### src/rtl/synth_pkg.sv
// Shared types and constants for the envelope generator and its VCA.
// No ports; imported by envelope_generator and envelope_vca.
package synth_pkg;

    localparam int ENV_WIDTH    = 16;
    localparam int SAMPLE_WIDTH = 16;

    // PWM duty cycle that corresponds to a zero-valued sample.
    localparam logic [7:0] DC_MID = 8'd128;

    typedef enum logic [2:0] {
        ST_IDLE    = 3'd0,
        ST_ATTACK  = 3'd1,
        ST_DECAY   = 3'd2,
        ST_SUSTAIN = 3'd3,
        ST_RELEASE = 3'd4
    } env_state_t;

endpackage

### src/rtl/envelope_vca.sv
// Voltage-controlled amplifier stage: scales a signed sample by the unsigned
// envelope level and derives the offset PWM duty cycle.
// Ports:
//   clk_i, rst_i  - clock, synchronous active-high reset
//   vld_i         - level_i is fresh this cycle; capture the scaled sample
//   sample_i      - signed sample
//   level_i       - unsigned envelope level (full scale 65535)
//   sample_o      - signed scaled sample, registered
//   dc_o          - sample_o[15:8] offset to mid-scale, registered
//   vld_o         - one-cycle pulse when sample_o / dc_o update
module envelope_vca
    import synth_pkg::*;
(
    input  logic                    clk_i,
    input  logic                    rst_i,
    input  logic                    vld_i,
    input  logic [SAMPLE_WIDTH-1:0] sample_i,
    input  logic [ENV_WIDTH-1:0]    level_i,
    output logic [SAMPLE_WIDTH-1:0] sample_o,
    output logic [7:0]              dc_o,
    output logic                    vld_o
);

    logic signed [32:0]             sample_ext_p0;
    logic signed [32:0]             level_ext_p0;
    logic signed [32:0]             prod_p0;
    logic signed [SAMPLE_WIDTH-1:0] scaled_p0;
    logic                           prod_unused;

    logic [SAMPLE_WIDTH-1:0] sample_q;
    logic [7:0]              dc_q;
    logic                    vld_q;

    // The level is zero-extended so it multiplies as a positive value. The
    // product magnitude stays below 2^31, so bits [31:16] never overflow.
    assign sample_ext_p0 = $signed({{17{sample_i[SAMPLE_WIDTH-1]}}, sample_i});
    assign level_ext_p0  = $signed({17'd0, level_i});
    assign prod_p0       = sample_ext_p0 * level_ext_p0;
    assign scaled_p0     = prod_p0[31:16];
    assign prod_unused   = ^{prod_p0[32], prod_p0[15:0]};

    always_ff @(posedge clk_i) begin
        if (rst_i) begin
            sample_q <= '0;
            dc_q     <= DC_MID;
            vld_q    <= 1'b0;
        end else begin
            vld_q <= vld_i;
            if (vld_i) begin
                sample_q <= scaled_p0;
                dc_q     <= scaled_p0[15:8] + DC_MID;
            end
        end
    end

    assign sample_o = sample_q;
    assign dc_o     = dc_q;
    assign vld_o    = vld_q;

endmodule

### src/rtl/envelope_generator.sv
// ADSR envelope generator driving a VCA. All state and level changes happen
// on sample_tick; the scaled sample appears two cycles after the tick.
// Ports:
//   clk_in, rst_in    - 100 MHz clock, synchronous active-high reset
//   sample_tick       - one-cycle strobe at the audio sample rate
//   gate_in           - note held
//   trigger_in        - one-cycle note-on pulse
//   sample_in         - signed sample for the selected note
//   sample_out        - signed, envelope-scaled sample
//   dc_out            - PWM duty cycle (sample_out[15:8] + 128)
//   sample_valid_out  - one-cycle pulse when sample_out / dc_out update
//   env_level_out     - current envelope level
//   active_out        - envelope is not IDLE
module envelope_generator
    import synth_pkg::*;
#(
    parameter logic [15:0] ATTACK_STEP   = 16'd4096,
    parameter logic [15:0] DECAY_STEP    = 16'd1024,
    parameter logic [15:0] SUSTAIN_LEVEL = 16'd32768,
    parameter logic [15:0] RELEASE_STEP  = 16'd2048
) (
    input  logic        clk_in,
    input  logic        rst_in,
    input  logic        sample_tick,
    input  logic        gate_in,
    input  logic        trigger_in,
    input  logic [15:0] sample_in,
    output logic [15:0] sample_out,
    output logic [7:0]  dc_out,
    output logic        sample_valid_out,
    output logic [15:0] env_level_out,
    output logic        active_out
);

    env_state_t           state_q, state_d;
    logic [ENV_WIDTH-1:0] level_q, level_d;
    logic                 pending_q, pending_d;
    logic                 vld_p0_q;

    function automatic logic [ENV_WIDTH-1:0] sat_add(
        input logic [ENV_WIDTH-1:0] a,
        input logic [ENV_WIDTH-1:0] b
    );
        logic [ENV_WIDTH:0] s;
        s = {1'b0, a} + {1'b0, b};
        return s[ENV_WIDTH] ? '1 : s[ENV_WIDTH-1:0];
    endfunction

    // max(a - b, floor) without wrapping below zero.
    function automatic logic [ENV_WIDTH-1:0] sat_sub(
        input logic [ENV_WIDTH-1:0] a,
        input logic [ENV_WIDTH-1:0] b,
        input logic [ENV_WIDTH-1:0] floor
    );
        logic [ENV_WIDTH:0] d;
        d = {1'b0, a} - {1'b0, b};
        if (d[ENV_WIDTH] || (d[ENV_WIDTH-1:0] < floor)) return floor;
        return d[ENV_WIDTH-1:0];
    endfunction

    always_ff @(posedge clk_in) begin
        if (rst_in) begin
            state_q   <= ST_IDLE;
            level_q   <= '0;
            pending_q <= 1'b0;
            vld_p0_q  <= 1'b0;
        end else begin
            state_q   <= state_d;
            level_q   <= level_d;
            pending_q <= pending_d;
            vld_p0_q  <= sample_tick;
        end
    end

    always_comb begin
        state_d   = state_q;
        level_d   = level_q;
        pending_d = pending_q | trigger_in;
        if (sample_tick) begin
            pending_d = 1'b0;
            // A trigger (pending or arriving now) wins over everything,
            // including a dropped gate; the level carries over.
            if (pending_q || trigger_in) begin
                state_d = ST_ATTACK;
            end else begin
                case (state_q)
                    ST_ATTACK: begin
                        if (!gate_in) begin
                            state_d = ST_RELEASE;
                        end else begin
                            level_d = sat_add(level_q, ATTACK_STEP);
                            if (level_d == '1) state_d = ST_DECAY;
                        end
                    end
                    ST_DECAY: begin
                        if (!gate_in) begin
                            state_d = ST_RELEASE;
                        end else begin
                            level_d = sat_sub(level_q, DECAY_STEP, SUSTAIN_LEVEL);
                            if (level_d == SUSTAIN_LEVEL) state_d = ST_SUSTAIN;
                        end
                    end
                    ST_SUSTAIN: begin
                        if (!gate_in) state_d = ST_RELEASE;
                    end
                    ST_RELEASE: begin
                        level_d = sat_sub(level_q, RELEASE_STEP, '0);
                        if (level_d == '0) state_d = ST_IDLE;
                    end
                    ST_IDLE: begin
                        level_d = '0;
                    end
                    default: begin
                        state_d = ST_IDLE;
                        level_d = '0;
                    end
                endcase
            end
        end
    end

    always_comb begin
        active_out    = (state_q != ST_IDLE);
        env_level_out = level_q;
    end

    // vld_p0_q marks the cycle after a tick, when level_q holds the new level.
    envelope_vca u_vca (
        .clk_i    (clk_in),
        .rst_i    (rst_in),
        .vld_i    (vld_p0_q),
        .sample_i (sample_in),
        .level_i  (level_q),
        .sample_o (sample_out),
        .dc_o     (dc_out),
        .vld_o    (sample_valid_out)
    );

endmodule

### config.mk
export PLATFORM = sky130hd
export DESIGN_NAME = envelope_generator
export DESIGN_NICKNAME = d
export VERILOG_FILES = /design/src/rtl/synth_pkg.sv /design/src/rtl/envelope_vca.sv /design/src/rtl/envelope_generator.sv
export SDC_FILE = /design/constraint.sdc
export NUM_CORES = 1
export LEC_CHECK = 0
export ABC_AREA = 0
export BUFFER_PORTS_ARGS = -buffer_cell sky130_fd_sc_hd__buf_2
export CAP_MARGIN = 20
export CELL_PAD_IN_SITES_DETAIL_PLACEMENT = 0
export CELL_PAD_IN_SITES_GLOBAL_PLACEMENT = 2
export CORE_UTILIZATION = 36
export CTS_CLUSTER_SIZE = 16
export DETAILED_ROUTE_END_ITERATION = 12
export MAX_ROUTING_LAYER = met4
export PLACE_DENSITY_LB_ADDON = 0.1
export RECOVER_POWER = 100
export SETUP_SLACK_MARGIN = 0.2
export SYNTH_ARGS = -nofsm -noshare
export SYNTH_HDL_FRONTEND = slang
export SYNTH_SLANG_ARGS = --single-unit
### constraint.sdc
create_clock -name clk_in -period 7.7 [get_ports clk_in]
set_input_delay 2.31 -clock clk_in [delete_from_list [all_inputs] [get_ports clk_in]]
set_output_delay 2.31 -clock clk_in [all_outputs]
set_load 0.01 [all_outputs]
==> flow_metrics.tcl, run 1 <==
set metrics [dict create \
    outcome "finished with violations" \
    violations "max-capacitance violations, max-slew violations" \
    hpwl_mm 27.19 \
    grt_max_degree 29 \
    path_class "in2reg" \
    mappedNetlistNets 1612 \
    drive_gt1_share_pct 11.79 \
    pin_count 63 \
    intPower_uw 428.9 \
    clock_latency_ns 0.29 \
    synth-main-ff-cell "dfxtp_1" \
    drt_wl_total_mm 31.72 \
    initial_core_util_pct 37.07 \
    worstPathMaxFanout 12 \
    die-area_um2 30570 \
    synth_top_family_by_area "adder cells" \
    fin_crit_sh_pct 95.74 \
    synth.distinct_cells 66 \
    synthSimpleGateAreaFrac_pct 19.60 \
    fin_crit_ns 7.372 \
    worstReg2RegStart "env_level_out[13]" \
    powerDensity_nw_per_um2 50.82 \
    clockPowerShare_pct 41.2 \
    grt_pass1_vias 9111 \
    cp_data_required_time_ns 7.89 \
    reg2reg_depth 20 \
    grt_busiest_layer "met2" \
    seqPwrFrac_pct 34.4 \
    synth_edf_count 0 \
    min_path_type "reg2reg" \
    min_to "u_vca.sample_o[4]" \
    skew_ns 0.008689 \
    crit_path_start_kind "input pin" \
    synth_cells 1279 \
    antenna_cells 0 \
    p_leak_nw 5.990 \
    area_delta_synth_final_pct 13.90 \
    die_x_um 174.8 \
    switching_share_pct 31.09 \
    synth_seq_area_share_pct 7.260 \
    fin_setup_tns_ns 0 \
    num_rows 62 \
    grt_pass1_wl_mm 51.40 \
    rsz0062_at_grt "true" \
    slew_headroom_pct -48.16 \
    drc_errors 0 \
    cts_buffers 5 \
    clock-root-buffer "clkbuf_16" \
    cap_violations 1 \
    synth_compound_area_share_pct 9.389 \
    grtUsageTotal_pct 22.47 \
    r2r_end "u_vca.dc_o[6]" \
    final_util_pct 42.22 \
    setup_viol 0 \
    yosys-mux-area-fraction_pct 0.5701 \
    syn_area_um2 10750 \
    synth_async_sr_flop_share_pct 0 \
    overflow 0 \
    tightest_slew_ns 2.194 \
    use_met1_pct 29.72 \
    drtIter0Drc 298 \
    clk_path_buf_depth 2 \
    met3_usage_pct 1.501 \
    ir_drop_uv 99.26 \
    endpoint_kind "flip-flop" \
    ant_nets 0 \
    syn_area_per_cell_um2 8.408 \
    antenna_found_initial 0 \
    synth_xor_area_share_pct 1.629 \
    crit_arrival_ns 7.56 \
    cts_tree "done" \
    min_from "u_vca.sample_o[4]" \
    grt_use_met2_pct 37.88 \
    holdPathStages 2 \
    via_per_inst 4.922 \
    clk_pin_slew_ns 0.07 \
    p_switching_uw 193.6 \
    die_h_um 174.8 \
    core-area_um2 29010 \
    drv_slew 11 \
    yosysWarnings 0 \
    layout.nets 1698 \
    combPwrFrac_pct 24.4 \
    first_pass_iters 4 \
    cts_num_sinks 39 \
    h-tree-depth 2 \
    num_vias 8613 \
    avgRoutedWirePerCell_um 18.13 \
    gp_congestion 0.8613 \
    synthAdderAreaFrac_pct 49.87 \
    finalHoldViolCount 0 \
    fmax_mhz 135.7 \
    io_buffers 62 \
    ff2ff_setup_slack_ns 1.25 \
    synth_seq_cells 39 \
]
==> kinds of logic after synthesis <==
family / after synthesis
AO/OA/AOI/OAI: 157
XOR/XNOR: 20
adder cells (fa/ha/maj): 313
buffers and inverters: 319
flip-flops: 39
multiplexers: 6
AND/OR/NAND/NOR: 425
==> worst max-delay path, cell delays in order <==
cell      delay [ns]
clkbuf_2        0.20
and2_0          0.23
fa_1            0.54
inv_1           0.05
fa_1            0.45
fa_1            0.51
inv_1           0.05
fa_1            0.48
fa_1            0.50
inv_1           0.05
fa_1            0.47
inv_1           0.06
ha_4            0.22
buf_4           0.13
buf_4           0.14
nand3_1         0.07
o22ai_1         0.08
o21a_1          0.23
nand2_2         0.12
a21oi_2         0.07
or3_1           0.33
a32o_1          0.25
==> flip-flops by register name, summed over array words and instances (netlist names) <==
| name | count |
|---|---|
| pending_q | 1 |
| u_vca.vld_o | 1 |
| u_vca.sample_o | 9 |
| state_q | 3 |
| env_level_out | 16 |
| u_vca.dc_o | 8 |
| vld_p0_q | 1 |
==> power by group through the flow <==
| stage | registers (mW) | clock network (mW) | logic, mW |
|---|---|---|---|
| floorplan | 0.219 | 0 | 0.0792 |
| global placement | 0.218 | 0 | 0.151 |
| detailed placement | 0.218 | 0 | 0.150 |
| CTS | 0.214 | 0.260 | 0.151 |
| global route | 0.214 | 0.270 | 0.168 |
| finish | 0.214 | 0.257 | 0.152 |
==> layout make-up <==
class | count | area [µm²]
Fill cell | 3075 | 16760
Timing Repair Buffer | 147 | 888.4
Inverter | 251 | 942.2
Clock buffer | 6 | 138.9
Multi-Input combinational cell | 921 | 8980
Sequential cell | 39 | 780.7
Clock inverter | 2 | 38.79
Tap cell | 384 | 480.5
==> layer usage <==
layer	wire, µm	vias up	share of wire, %
li1	-	4133	-
met1	14770	4318	47
met2	15820	128	50
met3	548	34	1.7
met4	577	0	1.8
met5	0	-	0
==> Yosys cell counts (all sizes together), types with 4 or more instances <==
library cell	number	area (µm²)
inv	251	942.2
buf	20	133.9
o211ai	6	45.04
nand2b	5	31.28
nor2	50	187.7
or4	4	30.03
nor2b	6	37.54
a211oi	4	30.03
nand2	180	675.7
o21ai	30	150.1
xnor2	15	131.4
mux2i	5	50.05
clkbuf	48	180.2
and2	120	750.7
nor3	13	70.07
xor2	5	43.79
nand3	18	95.09
a21oi	61	305.3
a21o	10	75.07
a31oi	6	37.54
dfxtp	39	780.8
o21bai	9	67.56
ha	119	1489
fa	193	3864
nand4	11	68.82
==> worst max-delay path by stage <==
| stage | startpoint | to |
|---|---|---|
| 2_1_floorplan | sample_in[7] | u_vca.dc_o[7] |
| 3_3_place_gp | sample_in[7] | u_vca.dc_o[3] |
| 3_5_place_dp | sample_in[7] | u_vca.dc_o[7] |
| 4_1_cts | sample_in[7] | u_vca.dc_o[3] |
| 5_1_grt | sample_in[4] | u_vca.dc_o[3] |
| 6_report | sample_in[4] | u_vca.dc_o[3] |
==> layout by cell type (no fill, tap or decap), types with 4 or more instances in the layout <==
cell type and instances:
fa_1 189, fa_2 4, or4_1 4, o211ai_1 6, a21oi_1 50, o21ai_0 23
a21oi_2 9, clkbuf_16 5, buf_4 67, o21ai_1 7, clkbuf_4 4, nand3_1 15
ha_4 8, nand2b_1 5, and2_0 4, o21bai_1 9, mux2i_1 5, a31oi_1 5
inv_1 251, a21o_1 10, xnor2_1 15, nor3_1 10, and2_1 116, nand2_1 179
ha_1 110, xor2_1 5, nor2_1 49, dfxtp_1 39, nor2b_1 6, clkbuf_1 44
buf_2 29, nand4_1 11
==> through the flow <==
step	cells	power [mW]	worst slack, ns	area (µm²)	hold slack [ns]
5_1_grt	1750	0.6528	0.09891	12250	0.4947
3_3_place_gp	1740	0.3686	-0.08757	11880	0.4331
3_5_place_dp	1740	0.3679	-0.1258	11880	0.4358
6_report	1750	0.6225	0.3283	12250	0.4589
2_1_floorplan	1279	0.2980	0.2066	10750	0.4827
4_1_cts	1748	0.6250	0.2066	12070	0.4592
==> what timing repair did <==
item | 4_1_cts | 5_1_grt
gates resized for setup | 3 | 54
endpoints found under the hold margin | 0 | 0
setup buffers | 0 | 2
hold buffers | 0 | 0
pin swaps | 0 | 12
setup endpoints to repair | 4 | 12
Note: power is estimated with default switching activity, not from simulation.
==> inputs of run 2 (changes only) <==
==> constraint.sdc (replaced) <==
create_clock -name clk_in -period 6.6 [get_ports clk_in]
set_input_delay 1.98 -clock clk_in [delete_from_list [all_inputs] [get_ports clk_in]]
set_output_delay 1.98 -clock clk_in [all_outputs]
set_load 0.01 [all_outputs]
==> run 2 against run 1 <==
The flow finishes with violations (max-capacitance violations, max-slew violations, negative setup slack). Combinational power rose by 51%. Via count rose by 4.6%. Non-clock buffer count rose by 88. Power rose by 25%. Flip-flop and latch count did not move. Utilization rose by 4.7 points. Clock-buffer cell count fell by 1. Final cell count rose by 5.0%. First-iteration DRC count rose by 22%. Critical path depth fell by 2.
==> flow_metrics.tcl, run 2 (same netlist as run 1, synthesis figures left out) <==
set metrics [dict create \
    combPwrFrac_pct 29.6 \
    clk_pin_slew_ns 0.07 \
    crit_start "sample_in[4]" \
    grtUsageTotal_pct 23.60 \
    antenna_found_initial 0 \
    cts_tree "done" \
    fin_ws_ns -0.3769 \
    drv_slew 11 \
    ant_nets 0 \
    clock_latency_ns 0.30 \
    first_pass_iters 5 \
    reg2reg_depth 19 \
    crit_path_start_kind "input pin" \
    avgRoutedWirePerCell_um 18.17 \
    die-area_um2 30570 \
    setup_viol 14 \
    drt_wl_total_mm 33.40 \
    fmax_mhz 143.3 \
    drtIter0Drc 364 \
    seqPwrFrac_pct 32.0 \
    grt_pass1_vias 9568 \
    fin_crit_sh_pct 105.7 \
    outcome "finished with violations" \
    die_x_um 174.8 \
    grt_pass1_wl_mm 53.84 \
    switching_share_pct 32.00 \
    violations "max-capacitance violations, max-slew violations, negative setup slack" \
    mostFrequentLayoutCells "inv_1, fa_1, nand2_1" \
    cp_data_required_time_ns 6.84 \
    clockPowerShare_pct 38.4 \
    min_from "u_vca.sample_o[2]" \
    core-area_um2 29010 \
    num_rows 62 \
    hold_buffers 0 \
    powerDensity_nw_per_um2 57.08 \
    drive_gt1_share_pct 23.66 \
    whs_ns 0.4434 \
    slew_headroom_pct -76.61 \
    initial_core_util_pct 37.07 \
    path_cells "buf_12, and2_4, fa_1, inv_2, fa_1, fa_1, inv_2, fa_2, fa_1, inv_2, fa_1, inv_2, ha_4, buf_12, nand3_4, nand4bb_4, nor4b_4, nor2_2, or4_1, nand3_1" \
    rsz0062_at_grt "true" \
    overflow 0 \
    clock-root-buffer "clkbuf_16" \
    gp_congestion 0.8638 \
    crit_path_frequent_cell "fa_1" \
    pin_count 63 \
    skew_ns 0.01009 \
    cts_num_sinks 39 \
    hpwl_mm 27.42 \
    p_total_uw 777.1 \
    worstReg2RegStart "env_level_out[7]" \
    cts_buffers 5 \
    path_class "in2reg" \
    crit_arrival_ns 7.22 \
    area_delta_synth_final_pct 26.60 \
    postPlaceCellArea_um2 12420 \
    crit_path_max_incr_delay_ns 0.56 \
    tightest_slew_ns 2.616 \
    dp_slack_ns -0.8424 \
    largest_reg_flops 16 \
    h-tree-depth 2 \
    endpoint_kind "flip-flop" \
    drc_errors 0 \
    final_common_cell "inv_1" \
    p_switching_uw 248.7 \
    grt_max_degree 29 \
    r2r_end "u_vca.dc_o[5]" \
    cpMaxStageDelayCell "fa_1" \
    ff2ff_setup_slack_ns 0.18 \
    intPower_uw 528.4 \
    antenna_cells 0 \
    clk_path_buf_depth 2 \
    p_leak_nw 6.599 \
    min_path_type "reg2reg" \
    via_per_inst 4.904 \
    layout.nets 1786 \
    finalHoldViolCount 0 \
    cp.buffers_inverters 6 \
    num_vias 9013 \
    fin_setup_tns_ns -3.084 \
    final_area_um2 13610 \
    cap_violations 1 \
    fin_crit_ns 6.977 \
    crit_family "adder cells" \
    die_h_um 174.8 \
    holdPathStages 2 \
    io_buffers 62 \
    worstPathMaxFanout 6 \
    ir_drop_uv 116.1 \
    min_to "u_vca.sample_o[2]" \
]
[run 2: cell types whose count changed in the layout (fill, tap and decap cells not counted), sizes merged]
cell,change
buf,+94
clkbuf,-7
clkinv,+1
[run 2: layout make-up]
| type | instances | area [µm²] |
|---|---|---|
| Timing Repair Buffer | 235 | 1821 |
| Sequential cell | 39 | 780.7 |
| Multi-Input combinational cell | 921 | 9413 |
| Tap cell | 384 | 480.5 |
| Fill cell | 2937 | 15400 |
| Inverter | 251 | 947.2 |
| Clock buffer | 5 | 125.1 |
| Clock inverter | 3 | 47.55 |
[run 2: metrics by stage]
step	std cells	util, %
floorplan	1279	-
global placement	1790	42.79
detailed placement	1790	42.79
CTS	1823	45.95
global route	1838	46.93
finish	1838	46.93
[run 2: worst register-to-register path, stage by stage (launching register included)]
cell       delay, ns
dfxtp_1         0.59
clkbuf_1        0.76
nand2_1         0.22
fa_1            0.53
fa_2            0.59
fa_2            0.44
inv_2           0.08
ha_4            0.19
fa_1            0.53
fa_1            0.46
ha_4            0.32
nand4_1         0.15
buf_4           0.17
buf_4           0.13
o2111ai_4       0.07
nand4bb_4       0.17
nor4b_4         0.31
nor2_2          0.10
or4_1           0.48
nand3_1         0.08
[run 2: repair_timing]
item / 4_1_cts / 5_1_grt
pin swaps: 62 / 71
setup buffers: 23 / 15
gates cloned: 2 / 0
setup endpoints to repair: 17 / 17
resized for setup: 133 / 84
[run 2: how the worst max path moves through the flow]
stage	to	slack [ns]	cells after the start
after floorplan	u_vca.dc_o[3]	-0.25	20
after global placement	u_vca.dc_o[6]	-0.83	20
after detailed placement	u_vca.dc_o[6]	-0.84	20
after CTS	u_vca.dc_o[7]	-0.35	21
after global routing	u_vca.dc_o[5]	-0.49	20
final	u_vca.dc_o[5]	-0.38	20
[run 2: layer usage]
metal	global-route usage, %	vias to the layer above	wire length (µm)
li1	-	4318	-
met1	31.31	4505	15060
met2	38.99	150	16400
met3	2.045	40	1090
met4	5.507	0	845
met5	-	-	0
[run 2: power by group through the flow]
stage / sequential, mW / clock (mW) / combinational [mW]
after floorplan: 0.255 / 0 / 0.102
after global placement: 0.254 / 0 / 0.196
after detailed placement: 0.254 / 0 / 0.195
after CTS: 0.248 / 0.307 / 0.227
after global routing: 0.250 / 0.315 / 0.251
final: 0.248 / 0.298 / 0.230
